### src/rtl/uart_pkg.sv
// Shared types, stop-bit encodings and the parity helper for the buffered UART transmitter.
package uart_pkg;

   typedef enum logic [2:0] {
      ST_IDLE,
      ST_START,
      ST_DATA,
      ST_PARITY,
      ST_STOP,
      ST_BREAK
   } tx_state_e;

   localparam logic [1:0] STOP_1   = 2'd0;
   localparam logic [1:0] STOP_1P5 = 2'd1;
   localparam logic [1:0] STOP_2   = 2'd2;

   localparam int PARITY_MAX_BITS = 16;

   // Only the low `length` bits take part; stick mode ignores the data entirely.
   function automatic logic parity_calc(input logic [PARITY_MAX_BITS-1:0] data,
                                        input logic [3:0]                 length,
                                        input logic                       even,
                                        input logic                       stick);
      logic ones;
      ones = 1'b0;
      for (int i = 0; i < PARITY_MAX_BITS; i++) begin
         if (i < int'(length)) ones ^= data[i];
      end
      if (stick) return ~even;
      return even ? ones : ~ones;
   endfunction

endpackage

### src/rtl/uart_sync_fifo.sv
// Single-clock FIFO with registered full/empty/level and extra-MSB pointer wrap.
module uart_sync_fifo #(
   parameter int DATA_WIDTH = 9,
   parameter int DEPTH      = 16,
   localparam int AW        = $clog2(DEPTH),
   localparam int LW        = AW + 1
) (
   input  logic                  clock_i,
   input  logic                  reset_i,
   input  logic                  write_i,
   input  logic [DATA_WIDTH-1:0] data_i,
   input  logic                  read_i,
   output logic [DATA_WIDTH-1:0] data_o,
   output logic                  full_o,
   output logic                  empty_o,
   output logic [LW-1:0]         level_o,
   output logic                  overflow_o
);

   localparam logic [AW:0] PTR_ONE   = (AW + 1)'(1);
   localparam logic [AW:0] LEVEL_MAX = (AW + 1)'(DEPTH);

   logic [DATA_WIDTH-1:0] mem [DEPTH];
   logic [AW:0]           wr_ptr_q, rd_ptr_q, wr_ptr_d, rd_ptr_d, level_d;
   logic                  push, pop;

   assign push = write_i & ~full_o;
   assign pop  = read_i & ~empty_o;

   // NOTE: every variable written in always_comb gets a default first, so no path can infer a latch.
   always_comb begin
      wr_ptr_d = wr_ptr_q;
      rd_ptr_d = rd_ptr_q;
      if (push) wr_ptr_d = wr_ptr_q + PTR_ONE;
      if (pop)  rd_ptr_d = rd_ptr_q + PTR_ONE;
      level_d = wr_ptr_d - rd_ptr_d;
   end

   // NOTE: sequential state uses non-blocking assignments so every register samples pre-edge values.
   always_ff @(posedge clock_i) begin
      if (reset_i) begin
         wr_ptr_q   <= '0;
         rd_ptr_q   <= '0;
         level_o    <= '0;
         full_o     <= 1'b0;
         empty_o    <= 1'b1;
         overflow_o <= 1'b0;
      end else begin
         wr_ptr_q   <= wr_ptr_d;
         rd_ptr_q   <= rd_ptr_d;
         level_o    <= level_d;
         full_o     <= (level_d == LEVEL_MAX);
         empty_o    <= (level_d == '0);
         overflow_o <= write_i & full_o;
      end
   end

   // NOTE: the storage array has no reset; the pointers alone define which entries are valid.
   always_ff @(posedge clock_i) begin
      if (push) mem[wr_ptr_q[AW-1:0]] <= data_i;
   end

   assign data_o = mem[rd_ptr_q[AW-1:0]];

endmodule

### src/rtl/uart_tx_buffered.sv
// Buffered UART transmitter: FIFO front end, per-frame latched configuration, break generation.
module uart_tx_buffered
   import uart_pkg::*;
#(
   parameter int DATA_WIDTH    = 9,
   parameter int FIFO_DEPTH    = 16,
   parameter int DIVIDER_WIDTH = 16,
   parameter int LEVEL_WIDTH   = $clog2(FIFO_DEPTH) + 1
) (
   input  logic                     clock_i,
   input  logic                     reset_i,
   input  logic                     write_i,
   input  logic [DATA_WIDTH-1:0]    data_i,
   input  logic [3:0]               data_bits_i,
   input  logic                     parity_bit_i,
   input  logic                     parity_even_i,
   input  logic                     parity_stick_i,
   input  logic [1:0]               stop_bits_i,
   input  logic [DIVIDER_WIDTH-1:0] clock_divider_i,
   input  logic                     break_i,
   output logic                     serial_o,
   output logic                     busy_o,
   output logic                     full_o,
   output logic                     empty_o,
   output logic [LEVEL_WIDTH-1:0]   level_o,
   output logic                     overflow_o
);

   localparam int CW = DIVIDER_WIDTH + 1;
   localparam logic [3:0]    MIN_BITS = 4'd5;
   localparam logic [3:0]    MAX_BITS = 4'(DATA_WIDTH);
   localparam logic [3:0]    BIT_ONE  = 4'd1;
   localparam logic [CW-1:0] CNT_ONE  = CW'(1);

   tx_state_e               state_q, state_d;
   logic [CW-1:0]           div_cnt_q, div_cnt_d;
   logic [3:0]              bit_cnt_q, bit_cnt_d;
   logic [DATA_WIDTH-1:0]   shift_q, shift_d;
   logic [3:0]              len_q, len_d, len_new;
   logic                    par_en_q, par_en_d;
   logic                    par_val_q, par_val_d, par_val_new;
   logic [DIVIDER_WIDTH-1:0] div_q, div_d;
   logic [CW-1:0]           stop_last_q, stop_last_d, stop_last_new;
   logic [CW-1:0]           div_ext, half_bit;
   logic                    line_q, line_d;
   logic                    pop, idle_decide, bit_done;
   logic [DATA_WIDTH-1:0]   fifo_data;
   logic                    fifo_empty;

   uart_sync_fifo #(
      .DATA_WIDTH(DATA_WIDTH),
      .DEPTH     (FIFO_DEPTH)
   ) u_fifo (
      .clock_i   (clock_i),
      .reset_i   (reset_i),
      .write_i   (write_i),
      .data_i    (data_i),
      .read_i    (pop),
      .data_o    (fifo_data),
      .full_o    (full_o),
      .empty_o   (fifo_empty),
      .level_o   (level_o),
      .overflow_o(overflow_o)
   );

   // Frame parameters as they would be captured if a pop happened this cycle.
   always_comb begin
      len_new = data_bits_i;
      if (data_bits_i < MIN_BITS) len_new = MIN_BITS;
      else if (data_bits_i > MAX_BITS) len_new = MAX_BITS;

      par_val_new = parity_calc(16'(fifo_data), len_new, parity_even_i, parity_stick_i);

      div_ext  = {1'b0, clock_divider_i};
      half_bit = (div_ext + CNT_ONE) >> 1;
      if (half_bit == '0) half_bit = CNT_ONE;

      case (stop_bits_i)
         STOP_1:   stop_last_new = div_ext;
         STOP_1P5: stop_last_new = div_ext + half_bit;
         default:  stop_last_new = (div_ext << 1) + CNT_ONE;
      endcase
   end

   always_comb begin
      state_d     = state_q;
      div_cnt_d   = div_cnt_q;
      bit_cnt_d   = bit_cnt_q;
      shift_d     = shift_q;
      len_d       = len_q;
      par_en_d    = par_en_q;
      par_val_d   = par_val_q;
      div_d       = div_q;
      stop_last_d = stop_last_q;
      pop         = 1'b0;
      idle_decide = 1'b0;
      line_d      = 1'b1;

      // The whole stop interval is timed by one counter run, so 1.5 bits needs no special state.
      bit_done = (div_cnt_q == ((state_q == ST_STOP) ? stop_last_q : {1'b0, div_q}));

      case (state_q)
         ST_IDLE: idle_decide = 1'b1;
         ST_START: begin
            if (bit_done) begin
               div_cnt_d = '0;
               bit_cnt_d = '0;
               state_d   = ST_DATA;
            end else begin
               div_cnt_d = div_cnt_q + CNT_ONE;
            end
         end
         ST_DATA: begin
            if (bit_done) begin
               div_cnt_d = '0;
               shift_d   = shift_q >> 1;
               if (bit_cnt_q == len_q - BIT_ONE) state_d = par_en_q ? ST_PARITY : ST_STOP;
               else bit_cnt_d = bit_cnt_q + BIT_ONE;
            end else begin
               div_cnt_d = div_cnt_q + CNT_ONE;
            end
         end
         ST_PARITY: begin
            if (bit_done) begin
               div_cnt_d = '0;
               state_d   = ST_STOP;
            end else begin
               div_cnt_d = div_cnt_q + CNT_ONE;
            end
         end
         ST_STOP: begin
            if (bit_done) idle_decide = 1'b1;
            else div_cnt_d = div_cnt_q + CNT_ONE;
         end
         ST_BREAK: if (!break_i) state_d = ST_IDLE;
         default:  state_d = ST_IDLE;
      endcase

      // Taken on the edge that ends a stop bit as well, so queued frames go out back to back.
      if (idle_decide) begin
         if (break_i) begin
            state_d = ST_BREAK;
         end else if (!fifo_empty) begin
            pop         = 1'b1;
            state_d     = ST_START;
            div_cnt_d   = '0;
            shift_d     = fifo_data;
            len_d       = len_new;
            par_en_d    = parity_bit_i;
            par_val_d   = par_val_new;
            div_d       = clock_divider_i;
            stop_last_d = stop_last_new;
         end else begin
            state_d = ST_IDLE;
         end
      end

      case (state_d)
         ST_START:  line_d = 1'b0;
         ST_DATA:   line_d = shift_d[0];
         ST_PARITY: line_d = par_val_q;
         ST_BREAK:  line_d = 1'b0;
         default:   line_d = 1'b1;
      endcase
   end

   always_ff @(posedge clock_i) begin
      if (reset_i) begin
         state_q     <= ST_IDLE;
         div_cnt_q   <= '0;
         bit_cnt_q   <= '0;
         shift_q     <= '0;
         len_q       <= MIN_BITS;
         par_en_q    <= 1'b0;
         par_val_q   <= 1'b0;
         div_q       <= '0;
         stop_last_q <= '0;
         line_q      <= 1'b1;
      end else begin
         state_q     <= state_d;
         div_cnt_q   <= div_cnt_d;
         bit_cnt_q   <= bit_cnt_d;
         shift_q     <= shift_d;
         len_q       <= len_d;
         par_en_q    <= par_en_d;
         par_val_q   <= par_val_d;
         div_q       <= div_d;
         stop_last_q <= stop_last_d;
         line_q      <= line_d;
      end
   end

   assign serial_o = line_q;
   assign busy_o   = (state_q != ST_IDLE);
   assign empty_o  = fifo_empty;

endmodule
### config.mk
export PLATFORM = sky130hd
export DESIGN_NAME = uart_tx_buffered
export DESIGN_NICKNAME = d
export VERILOG_FILES = /design/src/rtl/uart_pkg.sv /design/src/rtl/uart_sync_fifo.sv /design/src/rtl/uart_tx_buffered.sv
export SDC_FILE = /design/constraint.sdc
export NUM_CORES = 1
export LEC_CHECK = 0
export CAP_MARGIN = 15
export CORE_ASPECT_RATIO = 0.6
export CORE_MARGIN = 8
export CORE_UTILIZATION = 55
export CTS_BUF_LIST = sky130_fd_sc_hd__clkbuf_2
export DETAILED_ROUTE_END_ITERATION = 8
export GPL_TIMING_DRIVEN = 0
export PLACE_DENSITY_LB_ADDON = 0.15
export SLEW_MARGIN = 30
export SYNTH_ARGS = -nofsm -noshare
export SYNTH_HDL_FRONTEND = slang
export SYNTH_HIERARCHICAL = 1
export SYNTH_SLANG_ARGS = --single-unit
### constraint.sdc
create_clock -name clock_i -period 7.1 [get_ports clock_i]
set_input_delay 0.71 -clock clock_i [delete_from_list [all_inputs] [get_ports clock_i]]
set_output_delay 0.71 -clock clock_i [all_outputs]
set_load 0.02 [all_outputs]
==> impl_metrics.toml <==
[grt]
grt_pass1_wl_um = 46070
grt_pass1_vias = 8250
grt_antenna_before_repair = 0
gr-usage-all-layers_pct = 22.42
grt.overflow.total = 0
grt_max_degree = 17

[setup_path]
r2r-end = "u_fifo/empty_o$_SDFF_PP1_"
setup.worst_path.start = "state_q[2]$_SDFF_PP0_"
crit_path_start_kind = "flop"
rrSetupSlack_ns = 1.10
cp-end-kind = "flop"
arrival_ns = 6.69
cp_max_fo = 10
r2r_cells = 18
cp.required_ns = 7.79
cp-endpoint = "u_fifo/empty_o$_SDFF_PP1_"
r2r_start = "state_q[2]$_SDFF_PP0_"
crit_type = "flop to flop"

[timing]
period_needed_ns = 6.002
tightest_slew_ns = 0.9967
rsz0062_at_grt = "false"
worst_clock_skew_ns = 0.09463
setup_tns_ns = 0
hold_viol = 0
relSlewSlack_pct = 33.19
period_share_pct = 84.53
fmax_mhz = 166.6
holdWs_ns = 0.3907
maxSlewViolCount = 0
setup_violations = 0

[logic_synthesis]
syn_area_per_cell_um2 = 11.44
synth_most_common_cell = "edfxtp_1"
yosysTopAreaCellShare_pct = 36.63
synth_top_cell_by_area = "edfxtp_1"
syn-num-nets = 1102
synthTopCellsByCount = "edfxtp_1, nand2_1, dfxtp_1, a21oi_1, nor2_1"
syn_area_mm2 = 0.01181
async_flop_share_pct = 0
synth_enable_flop_cells = 144
ys.flop_type = "edfxtp_1"
ys_seq_area_share_pct = 52.06
ys_warn_count = 6
synthTopCellsByArea = "edfxtp_1, dfxtp_1, mux4_2, a21oi_1, nand2_1"
ys_types = 77
ys_ff_latch = 235
synthCells = 1032

[placed_design]
dpl_cell_area_mm2 = 0.01264
numPortBuffers = 46
place_congestion = 0.9285
dpl.hpwl_um = 21620

[route]
routed_wl_um = 29580
viasPerCell = 5.965
met3_length_um = 3002
via_count = 8638
wl_met2_um = 11260
post_drt_wl_per_cell_um = 20.43
met1Wirelength_um = 14890
antenna_left = 0
dr.pass1.iters = 5
drt-initial-drc-count = 772
route.detailed.drc = 0
top_layer = "met4"

[power_and_ir_drop]
power_w = 0.003397
power.density_mw_per_mm2 = 259.4
ir_drop_mv = 0.1718
leakage_nw = 4.623

[clock_tree]
cts_buffers = 53
clk_pin_slew_ns = 0.11
clock-sinks = 235
post_cts_buffers = 0
cts_root_buf = "clkbuf_2"
worstSkewPairLatency_ns = 0.87
cts_hold_buf = 0
cts_max_level = 2
cts_tree = "done"
clk_path_buf_depth = 3
cts_resized = 0

[finish]
finish.utilization_pct = 62.25
postLayoutCellArea_mm2 = 0.01309
syn_to_final_growth_pct = 10.89
final_nets = 1203
drive_gt1_share_pct = 13.60
antenna_cells = 0

[die]
die_width_um = 205.1
die_h_um = 129.5
ios = 48
coreArea_mm2 = 0.02103
die-area_mm2 = 0.02656
initial_core_util_pct = 56.13
num_rows = 41

[flow_run]
max_cap_viol_count = 0

[min_path]
hold_path_depth = 2
min_path_type = "flop to flop"

[run_status]
status = "finished, final reports clean"
-- registers in the layout, indices dropped and copies added (netlist names), 3 cells and up --
name,flops
u_fifo/level_o,5
bit_cnt_q,4
u_fifo/rd_ptr_q,5
stop_last_q,17
shift_q,9
div_cnt_q,17
u_fifo/wr_ptr_q,5
u_fifo/mem,144
state_q,3
len_q,4
div_q,16
-- layout by cell type, fill, tap and decap left out, types with 27 or more instances in the layout --
| master | instances |
|---|---|
| a211oi_1 | 34 |
| o21ai_0 | 37 |
| clkbuf_1 | 31 |
| xnor2_1 | 43 |
| inv_1 | 27 |
| nand2_1 | 107 |
| dfxtp_1 | 91 |
| a21oi_1 | 83 |
| edfxtp_1 | 144 |
| nor2_1 | 81 |
| mux2i_1 | 30 |
| clkbuf_2 | 81 |
| ha_1 | 30 |
| clkdlybuf4s50_1 | 46 |
-- metal layers --
| metal | track usage, % | vias up |
|---|---|---|
| li1 | - | 4059 |
| met1 | 35.99 | 4170 |
| met2 | 28.70 | 368 |
| met3 | 5.783 | 41 |
| met4 | 6.114 | 0 |
| met5 | 0 | - |
-- metrics by stage --
step                      std cells  setup WS [ns]
after floorplan                1032          2.488
after global placement         1357          1.004
after detailed placement       1357         0.9763
after CTS                      1448          1.205
after global routing           1448         0.7569
final                          1448          1.098
-- kinds of logic after synthesis --
group           Yosys count  synth area share (%)
compound gates          218                 11.78
fa+ha+maj                32                 3.518
mux                      71                 10.27
flops                   235                 52.06
simple gates            326                 13.53
buf+inv                  89                 4.122
xor+xnor                 61                 4.716
-- worst min path at each step --
stage,slack (ns),end,from
after floorplan,0.43,par_val_q$_SDFFE_PP0P_,par_val_q$_SDFFE_PP0P_
after global placement,0.45,par_val_q$_SDFFE_PP0P_,par_val_q$_SDFFE_PP0P_
after detailed placement,0.45,par_val_q$_SDFFE_PP0P_,par_val_q$_SDFFE_PP0P_
after CTS,0.39,u_fifo/overflow_o$_SDFF_PP0_,u_fifo/full_o$_SDFF_PP0_
after global routing,0.40,u_fifo/overflow_o$_SDFF_PP0_,write_i
final,0.39,u_fifo/overflow_o$_SDFF_PP0_,u_fifo/full_o$_SDFF_PP0_
-- where the power goes --
| part | internal (W) | leakage (nW) | switching [W] |
|---|---|---|---|
| Combinational | 0.000380 | 2.23 | 0.000615 |
| Sequential | 0.00153 | 2.04 | 0.0000616 |
| Clock | 0.000302 | 0.358 | 0.000512 |
-- area by class of cell --
cell class                 count  area (um2)
fill                        1737        7940
sequential                   235        6146
multi-input combinational    708        5197
timing repair buffer          46       460.4
clock buffer                  81       405.4
buffer                        61       381.6
tap                          279       349.1
inverter                      28       105.1
clock inverter                10       47.55
-- worst max-delay path, stage by stage (launching register included) --
cell and delay [ns]:
dfxtp_1 0.49, nor3b_2 0.69, nand3_1 0.16, a311oi_1 0.37, nand4_1 0.18, nor4_4 0.53, o211ai_1 0.46, inv_1 0.22
buf_2 0.28, buf_2 0.30, nor2b_1 0.42, mux2i_1 0.36, inv_1 0.11, fa_1 0.47, inv_1 0.08, a21o_1 0.11
a21oi_1 0.08, xnor3_2 0.41, a21o_1 0.19
No activity file was read; power rests on OpenSTA's default activity.
